**config.mk**
```make
export PLATFORM = sky130hd
export DESIGN_NAME = ccff_chain_loader_flat
export DESIGN_NICKNAME = d
export VERILOG_FILES = /design/src/rtl/ccff_pkg.sv /design/src/rtl/ccff_chain_loader_if.sv /design/src/rtl/ccff_word_serializer.sv /design/src/rtl/ccff_chain_loader.sv /design/src/flat_wrapper.sv
export SDC_FILE = /design/constraint.sdc
export NUM_CORES = 1
export LEC_CHECK = 0
export ABC_AREA = 1
export ABC_CLOCK_PERIOD_IN_PS = 4700
export BUFFER_PORTS_ARGS = -buffer_cell sky130_fd_sc_hd__buf_2
export CORE_MARGIN = 4
export CORE_UTILIZATION = 50
export CTS_BUF_LIST = sky130_fd_sc_hd__clkbuf_16
export DETAILED_ROUTE_END_ITERATION = 12
export HOLD_SLACK_MARGIN = 0.15
export PLACE_DENSITY = 0.7
export SYNTH_ARGS = -nofsm -noshare
export SYNTH_HDL_FRONTEND = slang
export SYNTH_SLANG_ARGS = --single-unit
```
**constraint.sdc**
```tcl
create_clock -name prog_clk -period 4.7 [get_ports prog_clk]
set_input_delay 0.94 -clock prog_clk [delete_from_list [all_inputs] [get_ports prog_clk]]
set_output_delay 0.94 -clock prog_clk [all_outputs]
set_load 0.01 [all_outputs]
```
**src/rtl/ccff_pkg.sv**
```systemverilog
// Shared types and helpers for the configuration-chain loader.
package ccff_pkg;

  typedef enum logic [1:0] {
    IDLE   = 2'd0,
    LOAD   = 2'd1,
    VERIFY = 2'd2,
    DONE   = 2'd3
  } state_e;

  // Width of a counter that must hold the values 0..len inclusive.
  function automatic int unsigned cnt_w(input int unsigned len);
    return (len < 1) ? 1 : $clog2(len + 1);
  endfunction

endpackage

```
**src/rtl/ccff_chain_loader_if.sv**
```systemverilog
// Configuration word stream (valid/ready) feeding the chain loader.
interface ccff_chain_loader_if #(
  parameter int unsigned WORD_W = 8
);
  logic [WORD_W-1:0] word_data;
  logic              word_valid;
  logic              word_ready;

  modport master (output word_data, output word_valid, input word_ready);
  modport slave  (input word_data, input word_valid, output word_ready);
endinterface

```
**src/rtl/ccff_word_serializer.sv**
```systemverilog
// Holds one configuration word and shifts it out LSB-first; accepts the next
// word on the last shifting cycle so a continuous stream has no bubble.
module ccff_word_serializer
  import ccff_pkg::*;
#(
  parameter int unsigned CHAIN_LEN = 64,
  parameter int unsigned WORD_W    = 8,
  parameter int unsigned CNT_W     = cnt_w(CHAIN_LEN)
) (
  input  logic                  prog_clk,
  input  logic                  prog_reset,
  input  logic                  i_load,
  input  logic [CNT_W-1:0]      i_bit_cnt,
  ccff_chain_loader_if.slave    bus,
  output logic                  o_head,
  output logic                  o_shift
);

  logic [WORD_W-1:0] r_word;
  logic [CNT_W-1:0]  r_rem;
  logic [CNT_W:0]    w_committed;
  logic [CNT_W:0]    w_room;
  logic [CNT_W-1:0]  w_new_rem;
  logic              w_accept;

  // Bits already shifted plus bits still waiting in the shifter.
  assign w_committed = {1'b0, i_bit_cnt} + {1'b0, r_rem};
  assign w_room      = (CNT_W+1)'(CHAIN_LEN) - w_committed;
  assign w_new_rem   = (32'(w_room) > WORD_W) ? CNT_W'(WORD_W) : CNT_W'(w_room);

  assign o_shift = i_load && (r_rem != '0);
  assign o_head  = o_shift & r_word[0];

  assign bus.word_ready = i_load
                       && (w_committed < (CNT_W+1)'(CHAIN_LEN))
                       && ((r_rem == '0) || (r_rem == CNT_W'(1)));
  assign w_accept = bus.word_ready && bus.word_valid;

  always_ff @(posedge prog_clk) begin
    if (prog_reset) begin
      r_word <= '0;
      r_rem  <= '0;
    end else if (w_accept) begin
      r_word <= bus.word_data;
      r_rem  <= w_new_rem;
    end else if (o_shift) begin
      r_word <= r_word >> 1;
      r_rem  <= r_rem - CNT_W'(1);
    end
  end

endmodule

```
**src/rtl/ccff_chain_loader.sv**
```systemverilog
// Transmit end of the ccff_head -> ccff_tail configuration chain: serializes
// words into the chain and optionally recirculates it to check a ones-count.
module ccff_chain_loader
  import ccff_pkg::*;
#(
  parameter int unsigned CHAIN_LEN = 64,
  parameter int unsigned WORD_W    = 8
) (
  input  logic               prog_clk,
  input  logic               prog_reset,
  input  logic               start,
  input  logic               verify_en,
  ccff_chain_loader_if.slave bus,
  output logic               ccff_head,
  input  logic               ccff_tail,
  output logic               cfg_clk_en,
  output logic               busy,
  output logic               done,
  output logic               verify_err
);

  localparam int unsigned CNT_W = cnt_w(CHAIN_LEN);

  state_e           r_state;
  state_e           w_next;
  logic [CNT_W-1:0] r_bit_cnt;
  logic [CNT_W-1:0] r_pop_load;
  logic [CNT_W-1:0] r_pop_tail;
  logic [CNT_W-1:0] r_vcnt;
  logic             r_verify_en;
  logic             r_busy;
  logic             r_done;
  logic             r_verify_err;

  logic             w_in_load;
  logic             w_shift;
  logic             w_head;
  logic [CNT_W-1:0] w_bit_cnt_nxt;
  logic [CNT_W-1:0] w_pop_tail_nxt;
  logic             w_v_last;

  // Reset gates the chain interface in the same cycle it is asserted.
  assign w_in_load = (r_state == LOAD) && !prog_reset;

  ccff_word_serializer #(
    .CHAIN_LEN (CHAIN_LEN),
    .WORD_W    (WORD_W),
    .CNT_W     (CNT_W)
  ) u_ser (
    .prog_clk   (prog_clk),
    .prog_reset (prog_reset),
    .i_load     (w_in_load),
    .i_bit_cnt  (r_bit_cnt),
    .bus        (bus),
    .o_head     (w_head),
    .o_shift    (w_shift)
  );

  assign w_bit_cnt_nxt  = r_bit_cnt + CNT_W'(w_shift);
  assign w_pop_tail_nxt = r_pop_tail + CNT_W'(ccff_tail);
  assign w_v_last       = (r_vcnt == CNT_W'(CHAIN_LEN - 1));

  always_ff @(posedge prog_clk) begin
    if (prog_reset) r_state <= IDLE;
    else            r_state <= w_next;
  end

  // Next state plus the chain-side combinational outputs.
  always_comb begin
    w_next     = r_state;
    ccff_head  = 1'b0;
    cfg_clk_en = 1'b0;
    case (r_state)
      IDLE: begin
        if (start) w_next = LOAD;
      end
      LOAD: begin
        ccff_head  = w_head;
        cfg_clk_en = w_shift;
        if (w_bit_cnt_nxt == CNT_W'(CHAIN_LEN)) w_next = r_verify_en ? VERIFY : DONE;
      end
      VERIFY: begin
        ccff_head  = ccff_tail;
        cfg_clk_en = 1'b1;
        if (w_v_last) w_next = DONE;
      end
      DONE: begin
        w_next = IDLE;
      end
      default: w_next = IDLE;
    endcase
    if (prog_reset) begin
      ccff_head  = 1'b0;
      cfg_clk_en = 1'b0;
    end
  end

  always_ff @(posedge prog_clk) begin
    if (prog_reset) begin
      r_bit_cnt    <= '0;
      r_pop_load   <= '0;
      r_pop_tail   <= '0;
      r_vcnt       <= '0;
      r_verify_en  <= 1'b0;
      r_busy       <= 1'b0;
      r_done       <= 1'b0;
      r_verify_err <= 1'b0;
    end else begin
      r_busy <= (w_next == LOAD) || (w_next == VERIFY);
      r_done <= (w_next == DONE);
      case (r_state)
        IDLE: begin
          if (start) begin
            r_verify_en  <= verify_en;
            r_bit_cnt    <= '0;
            r_pop_load   <= '0;
            r_pop_tail   <= '0;
            r_vcnt       <= '0;
            r_verify_err <= 1'b0;
          end
        end
        LOAD: begin
          if (w_shift && (r_bit_cnt != CNT_W'(CHAIN_LEN))) begin
            r_bit_cnt  <= w_bit_cnt_nxt;
            r_pop_load <= r_pop_load + CNT_W'(w_head);
          end
        end
        VERIFY: begin
          r_vcnt     <= r_vcnt + CNT_W'(1);
          r_pop_tail <= w_pop_tail_nxt;
          if (w_v_last) r_verify_err <= (w_pop_tail_nxt != r_pop_load);
        end
        default: ;
      endcase
    end
  end

  assign busy       = r_busy;
  assign done       = r_done;
  assign verify_err = r_verify_err;

endmodule

```
**src/flat_wrapper.sv**
```systemverilog
// flat-port wrapper written by rule: the top's interface ports become plain ports
module ccff_chain_loader_flat import ccff_pkg::*;
#(
  parameter int unsigned CHAIN_LEN = 64,
  parameter int unsigned WORD_W    = 8
)
  (prog_clk, prog_reset, start, verify_en, ccff_head, ccff_tail, cfg_clk_en, busy, done, verify_err, bus_word_data, bus_word_valid, bus_word_ready);
  ccff_chain_loader_if #(.WORD_W(WORD_W)) bus_i ();
  input  logic prog_clk;
  input  logic prog_reset;
  input  logic start;
  input  logic verify_en;
  output logic ccff_head;
  input  logic ccff_tail;
  output logic cfg_clk_en;
  output logic busy;
  output logic done;
  output logic verify_err;
  input wire logic [$bits(bus_i.word_data)-1:0] bus_word_data;
  input wire logic [$bits(bus_i.word_valid)-1:0] bus_word_valid;
  output wire logic [$bits(bus_i.word_ready)-1:0] bus_word_ready;
  assign bus_i.word_data = bus_word_data;
  assign bus_i.word_valid = bus_word_valid;
  assign bus_word_ready = bus_i.word_ready;
  ccff_chain_loader #(.CHAIN_LEN(CHAIN_LEN), .WORD_W(WORD_W)) u_core (.prog_clk(prog_clk), .prog_reset(prog_reset), .start(start), .verify_en(verify_en), .bus(bus_i), .ccff_head(ccff_head), .ccff_tail(ccff_tail), .cfg_clk_en(cfg_clk_en), .busy(busy), .done(done), .verify_err(verify_err));
endmodule
```
Word level (Yosys, flattened, before mapping):

Cells that the tools add are included.

* $add $sub $neg: 7
* order comparisons: 2
* equal/unequal tests: 14
* muxes and demuxes: 24
* bitwise operators: 1
* reductions and logical operators: 19

Operator list (count)
* 7-bit one-hot mux with 2 select lines: 4
* 7-bit 2-to-1 mux: 6
* 7-bit by 1-bit adder with 7-bit output: 3
* 8-bit 2-to-1 mux: 2
* 7-bit by 7-bit adder with 8-bit output: 1
* 2-bit == test, second input constant: 4
* 8-bit by 4-bit > comparator with 1-bit output, second input constant: 1
* 8-bit by 7-bit less-than comparator with 1-bit output, second input constant: 1
* 2-bit one-hot mux with 4 select lines: 1
* 7-bit by 8-bit subtractor with 8-bit output, first input constant: 1
* 7-bit by 1-bit adder with 7-bit output, second input constant: 1
* 7-bit by 1-bit == test with 1-bit output, second input constant: 1
* 7-bit by 6-bit == test with 1-bit output, second input constant: 1
* 7-bit == test, second input constant: 1
* 7-bit logical NOT: 1
* 7-bit != test: 1
* 7-bit != test, second input constant: 1
* 7-bit nonzero test: 1
* 7-bit by 1-bit subtractor with 7-bit output, second input constant: 1
* 1-bit logical AND: 6
* 2-bit 2-to-1 mux: 3
* 1-bit one-hot mux with 2 select lines: 3
* 3-bit AND reduction: 2
* 2-bit nonzero test: 3
* other kinds (9): 17

* register bits after elaboration: 49
* bits of input ports: 14
* output and inout port bits: 6
* word-level logic and storage cells: 78

Longest topological paths before layout:

* depth after elaboration: 9
* depth in mapped cells: 23
* depth with buffers taken out: 22

Modules after synthesis:

A second synthesis with hierarchy kept.

* cell total of the unflattened synthesis: 515
* area total of the unflattened synthesis: 3424.5 sq um

Modules (own cells, without submodules)
* ccff_chain_loader: instances 1, cells an instance 288, area each 1968.1 sq um, seq. area each 680.7 sq um
* ccff_word_serializer: instances 1, cells an instance 227, area each 1456.4 sq um, seq. area each 300.3 sq um

Worst setup path before layout:

OpenSTA, ideal clock, no wires.

* path kind: in2reg
* from: input prog_reset
* to: register u_core.r_busy, in the netlist u_core.busy
* setup time: 0.128 ns
* data arrival time: 2.903 ns
* required time: 4.572 ns
* path slack: 1.669 ns
* stages on the path: 19
* path buffers: 1
* cells stage by stage: nor2_4 > inv_2 > a21oi_4 > buf_2 > ha_1 > ha_1 > nand2_1 > inv_1 > nand4_1 > xor2_1 > nor2_1 > nand3_1 > nand3_1 > nand2_1 > nand2_1 > inv_1 > ha_1 > inv_1 > nor2_1

* cells in the longest elaborated chain, start to end: 9
* elaborated cells between the ends (all ways): 10
* those cells by class: add/sub (1); eq/ne (3); mux (2); reduce/logical (4)

Ends and longest elaborated chain
* start: declaration: line flat_wrapper.sv:10 `input logic prog_reset;`
* 1-bit logical NOT *: line ccff_chain_loader.sv:43 `assign w_in_load = (r_state == LOAD) && !prog_reset;`
* 1-bit logical AND *: line ccff_chain_loader.sv:43
* 1-bit logical AND *: line ccff_word_serializer.sv:31 `assign o_shift = i_load && (r_rem != '0);`
* 7-bit by 1-bit adder with 7-bit output *: line ccff_chain_loader.sv:59 `assign w_bit_cnt_nxt = r_bit_cnt + CNT_W'(w_shift);`
* 7-bit == test *: line ccff_chain_loader.sv:80 `if (w_bit_cnt_nxt == CNT_W'(CHAIN_LEN)) w_next = r_verify_en ? VERIFY : DONE;`
* 2-bit 2-to-1 mux *: line ccff_chain_loader.sv:80
* 2-bit one-hot mux with 4 select lines *: line ccff_chain_loader.sv:73 `case (r_state)`
* via u_core.w_next[0]: line ccff_chain_loader.sv:25 `state_e w_next;`
* 2-bit by 1-bit == test with 1-bit output / 2-bit == test (equally long branches): line ccff_chain_loader.sv:109 `r_busy <= (w_next == LOAD) || (w_next == VERIFY);`
* 1-bit logical OR *: line ccff_chain_loader.sv:109
* end signal: assignment: line ccff_chain_loader.sv:109
* end: declaration: line ccff_chain_loader.sv:31 `logic r_busy;`

Mark *: on every way through the listed nets, which the timed path passes. The rest lies on a longest branch.
A chain may end at the register's enable or synchronous reset.

Worst setup path in the final report:

* from: register u_core.r_state[1]
* to: output ccff_head

* cells in the longest elaborated chain, start to end: 6
* elaborated cells between the ends (all ways): 7
* those cells by class: eq/ne (2); mux (2); bitwise (1); reduce/logical (2)

Ends and longest elaborated chain
* start: declaration: line ccff_chain_loader.sv:24 `state_e r_state;`
* start signal: assignment: line ccff_chain_loader.sv:65 `else r_state <= w_next;`
* 2-bit by 1-bit == test with 1-bit output: line ccff_chain_loader.sv:43, ccff_chain_loader.sv:73
* 1-bit logical AND: line ccff_chain_loader.sv:43
* 1-bit logical AND: line ccff_word_serializer.sv:31
* 1-bit bitwise AND: line ccff_word_serializer.sv:32 `assign o_head = o_shift & r_word[0];`
* 1-bit one-hot mux with 2 select lines *: line ccff_chain_loader.sv:73
* 1-bit 2-to-1 mux *: line ccff_chain_loader.sv:92 `if (prog_reset) begin`
* end: declaration: line flat_wrapper.sv:13 `output logic ccff_head;`

Every way passes the cells marked *; elsewhere a longest branch is shown, timed or not.

==> flow_summary_export.csv <==
group,metric,value,unit
min_path,hold_path_class,"reg2reg",
floorplan,dieArea,7800,um2
drt,dr.first_iter.drc_count,208,
finish,syn2layout_area_growth,8.84,%
grt,grt_usage,19.0,%
setup_path,path_delay_family,"buffers and inverters",
setup_path,cp.required,3.76,ns
drt,num_vias,3039,
sta,setup_viol,0,
clocking,ctsResizeCount,0,
clocking,cts_buffers,5,
place,dp_cells,580,
sta,skew,0.00436,ns
place,pre_cts_ws,1.30,ns
floorplan,io-pin-count,20,
power,powerDensity,297,nW/um2
drt,vias_per_cell,5.17,
logic_synthesis,synth_top_cell_by_area,"dfxtp_1",
setup_path,path_cells,"inv_1, ha_1, inv_2, nor2_4, inv_2, a21oi_4, inv_2, nor2_1, inv_1, a211oi_1, buf_2",
sta,finalCritPeriodShare,70.8,%
sta,period_minus_slack,3.33,ns
logic_synthesis,synth_top_area_share,30.4,%
setup_path,critPathBufInv,6,
finish,nets,547,
place,place_congestion,0.869,
sta,setup_ws,1.37,ns
sta,max_freq,301,MHz
finish,stdcell_count,588,
finish,most-common-layout-cells,"127 x nand2_1, 70 x inv_1, 58 x nand3_1",
setup_path,criticalPathCategory,"reg2out",
place,detailed_place_hpwl,5440,um
logic_synthesis,synth-main-ff-cell,"dfxtp_1",
sta,slew_headroom,61.8,%
logic_synthesis,yosysSeqAreaShare,30.4,%
finish,postLayoutCellArea,3510,um2
logic_synthesis,synth_fp_nets,529,
power,totalPowerFinal,1.04,mW
setup_path,worstPathMaxFanout,13,
grt,grt_pass1_wl,12000,um
grt,grt_pass1_vias,2785,
drt,routed_wl,6870,um
sta,slew_violations,0,
clocking,clkLatencyLatePin,0.28,ns
setup_path,crit_arrival,2.39,ns
clocking,htree_levels,2,
logic_synthesis,synth_edf_count,0,
setup_path,endpoint_kind,"output port",
floorplan,die_x,88.3,um
drt,wire_per_inst,11.7,um
outcome,outcome,"finished clean",
power,power.leakage,1.66,nW
clocking,cts_tree,"built",
place,placed_area,3370,um2
place,port_buffers,19,
logic_synthesis,ys_ff_latch,49,
logic_synthesis,synth_area_per_cell,6.56,um2
logic_synthesis,syn-cell-area,3230,um2
drt,drc_errors,0,
logic_synthesis,postSynthCellCount,492,
finish,post-route-util,55.6,%
sta,rsz0062_at_grt,"no",
power,vdd_drop_max,0.000218,V
sta,whs,0.465,ns
clocking,clockBufferDepth,2,
floorplan,coreArea,6310,um2
sta,final-hold-violation-count,0,
grt,grt_max_degree,29,
drt,postRouteAntennaNets,0,
clocking,path_clk_slew,0.07,ns
floorplan,die_h,88.3,um
clocking,post_cts_buffers,0,
finish,layout-drive-gt1-share,10.2,%
clocking,clock-sinks,49,
setup_path,cpPeakStageDelay,0.33,ns
finish,antennaDiodeCount,0,
clocking,cts-root-buf,"clkbuf_16",
floorplan,num_rows,29,
logic_synthesis,synth_cell_types,34,
logic_synthesis,yosysWarnings,0,
grt,grt-ovfl-total,0,
logic_synthesis,synth_area_leaders,"dfxtp_1 30%, nand2_1 15%, nand3_1 9.0%",
setup_path,crit_slowest_cell,"a21oi_4",
setup_path,start_kind,"flip-flop",
sta,tns,0,ns
logic_synthesis,async_flop_share,0,%
clocking,ctsHoldBuffers,0,
setup_path,cp_common_cell,"inv_2",
grt,antenna_found_initial,0,
drt,drt_pass1_iterations,4,
finish,layout_commonest_cell,"nand2_1",
sta,worst_slew_pin_slew,0.570,ns
finish,n_fill_cell,620,
job,drv_cap,0,
floorplan,start_util,51.1,%
==> routing by layer <==
metal	vias up	share of wire (%)	global-route usage (%)
li1	1618	-	-
met1	1360	49	25.5
met2	59	47	32.6
met3	2	4.0	2.89
met4	0	0.17	3.30
met5	-	0	0
==> Yosys cell counts (2+ instances only) <==
library cell  instances
nor3_1                4
a21oi_1              33
o21ai_0              15
ha_1                 22
nand3_1              58
xor2_1               10
buf_6                 3
nand2_1             127
nor2_4                2
clkbuf_1              3
nor2_1               40
o21ai_2               2
a211oi_1              3
xnor2_1               4
inv_1                69
nand4_1               9
buf_1                 2
inv_2                 6
o21ai_1               8
dfxtp_1              49
nor4_1                2
nand2_2               4
nor2_2                6
==> registers in the layout, summed over array words and instances (netlist names) <==
register and cells:
u_core.done 1, u_core.r_state 2, u_core.r_vcnt 7, u_core.busy 1
u_core.r_bit_cnt 7, u_core.r_pop_tail 7, u_core.verify_err 1, u_core.r_verify_en 1
u_core.u_ser.r_rem 7, u_core.u_ser.r_word 8, u_core.r_pop_load 7
==> power by group <==
part	switching [mW]	internal, mW	total, mW	leakage, nW
Combinational	0.166	0.0835	0.250	1.20
Clock	0.154	0.195	0.350	0.0672
Sequential	0.0128	0.430	0.443	0.396
==> final timing paths <==
check / start / to / slack [ns] / cells past startpoint
setup / recovery: u_core.r_state[1] / ccff_head / 1.37 / 11
hold / removal: u_core.r_vcnt[6] / u_core.r_vcnt[6] / 0.47 / 1
setup reg to reg: u_core.r_state[1] / u_core.busy / 1.55 / 22
hold reg to reg: u_core.r_vcnt[6] / u_core.r_vcnt[6] / 0.47 / 1
==> cells by family after synthesis <==
logic type	share of synthesized area, %
simple gates	34.8
compound gates	11.1
flops	30.4
buf+inv	10.8
xor+xnor	3.80
fa+ha+maj	9.15
==> final cells by class <==
class,count,area [um2],share of cell area (%)
flip-flops and latches,49,981,27.9
inverters,76,290,8.27
multi-input cells,358,1900,54.0
repair buffers,20,103,2.92
clock buffers,5,125,3.56
well taps,77,96.3,2.74
clock inverters,3,18.8,0.534
==> worst register-to-register path: stages (launching register included) <==
cell and delay (ns):
dfxtp_1 0.31, inv_1 0.11, ha_1 0.31, inv_2 0.10
nor2_4 0.10, inv_2 0.08, a21oi_4 0.34, ha_1 0.26
ha_1 0.19, nand2_1 0.06, inv_1 0.09, nand4_1 0.10
xor2_1 0.17, nor2_1 0.13, nand2_1 0.09, nand2_1 0.07
nand3_1 0.07, nand2_1 0.07, nand2_1 0.06, inv_1 0.06
ha_1 0.21, inv_1 0.05, nor2_1 0.03
(Power assumes the default switching activity.)
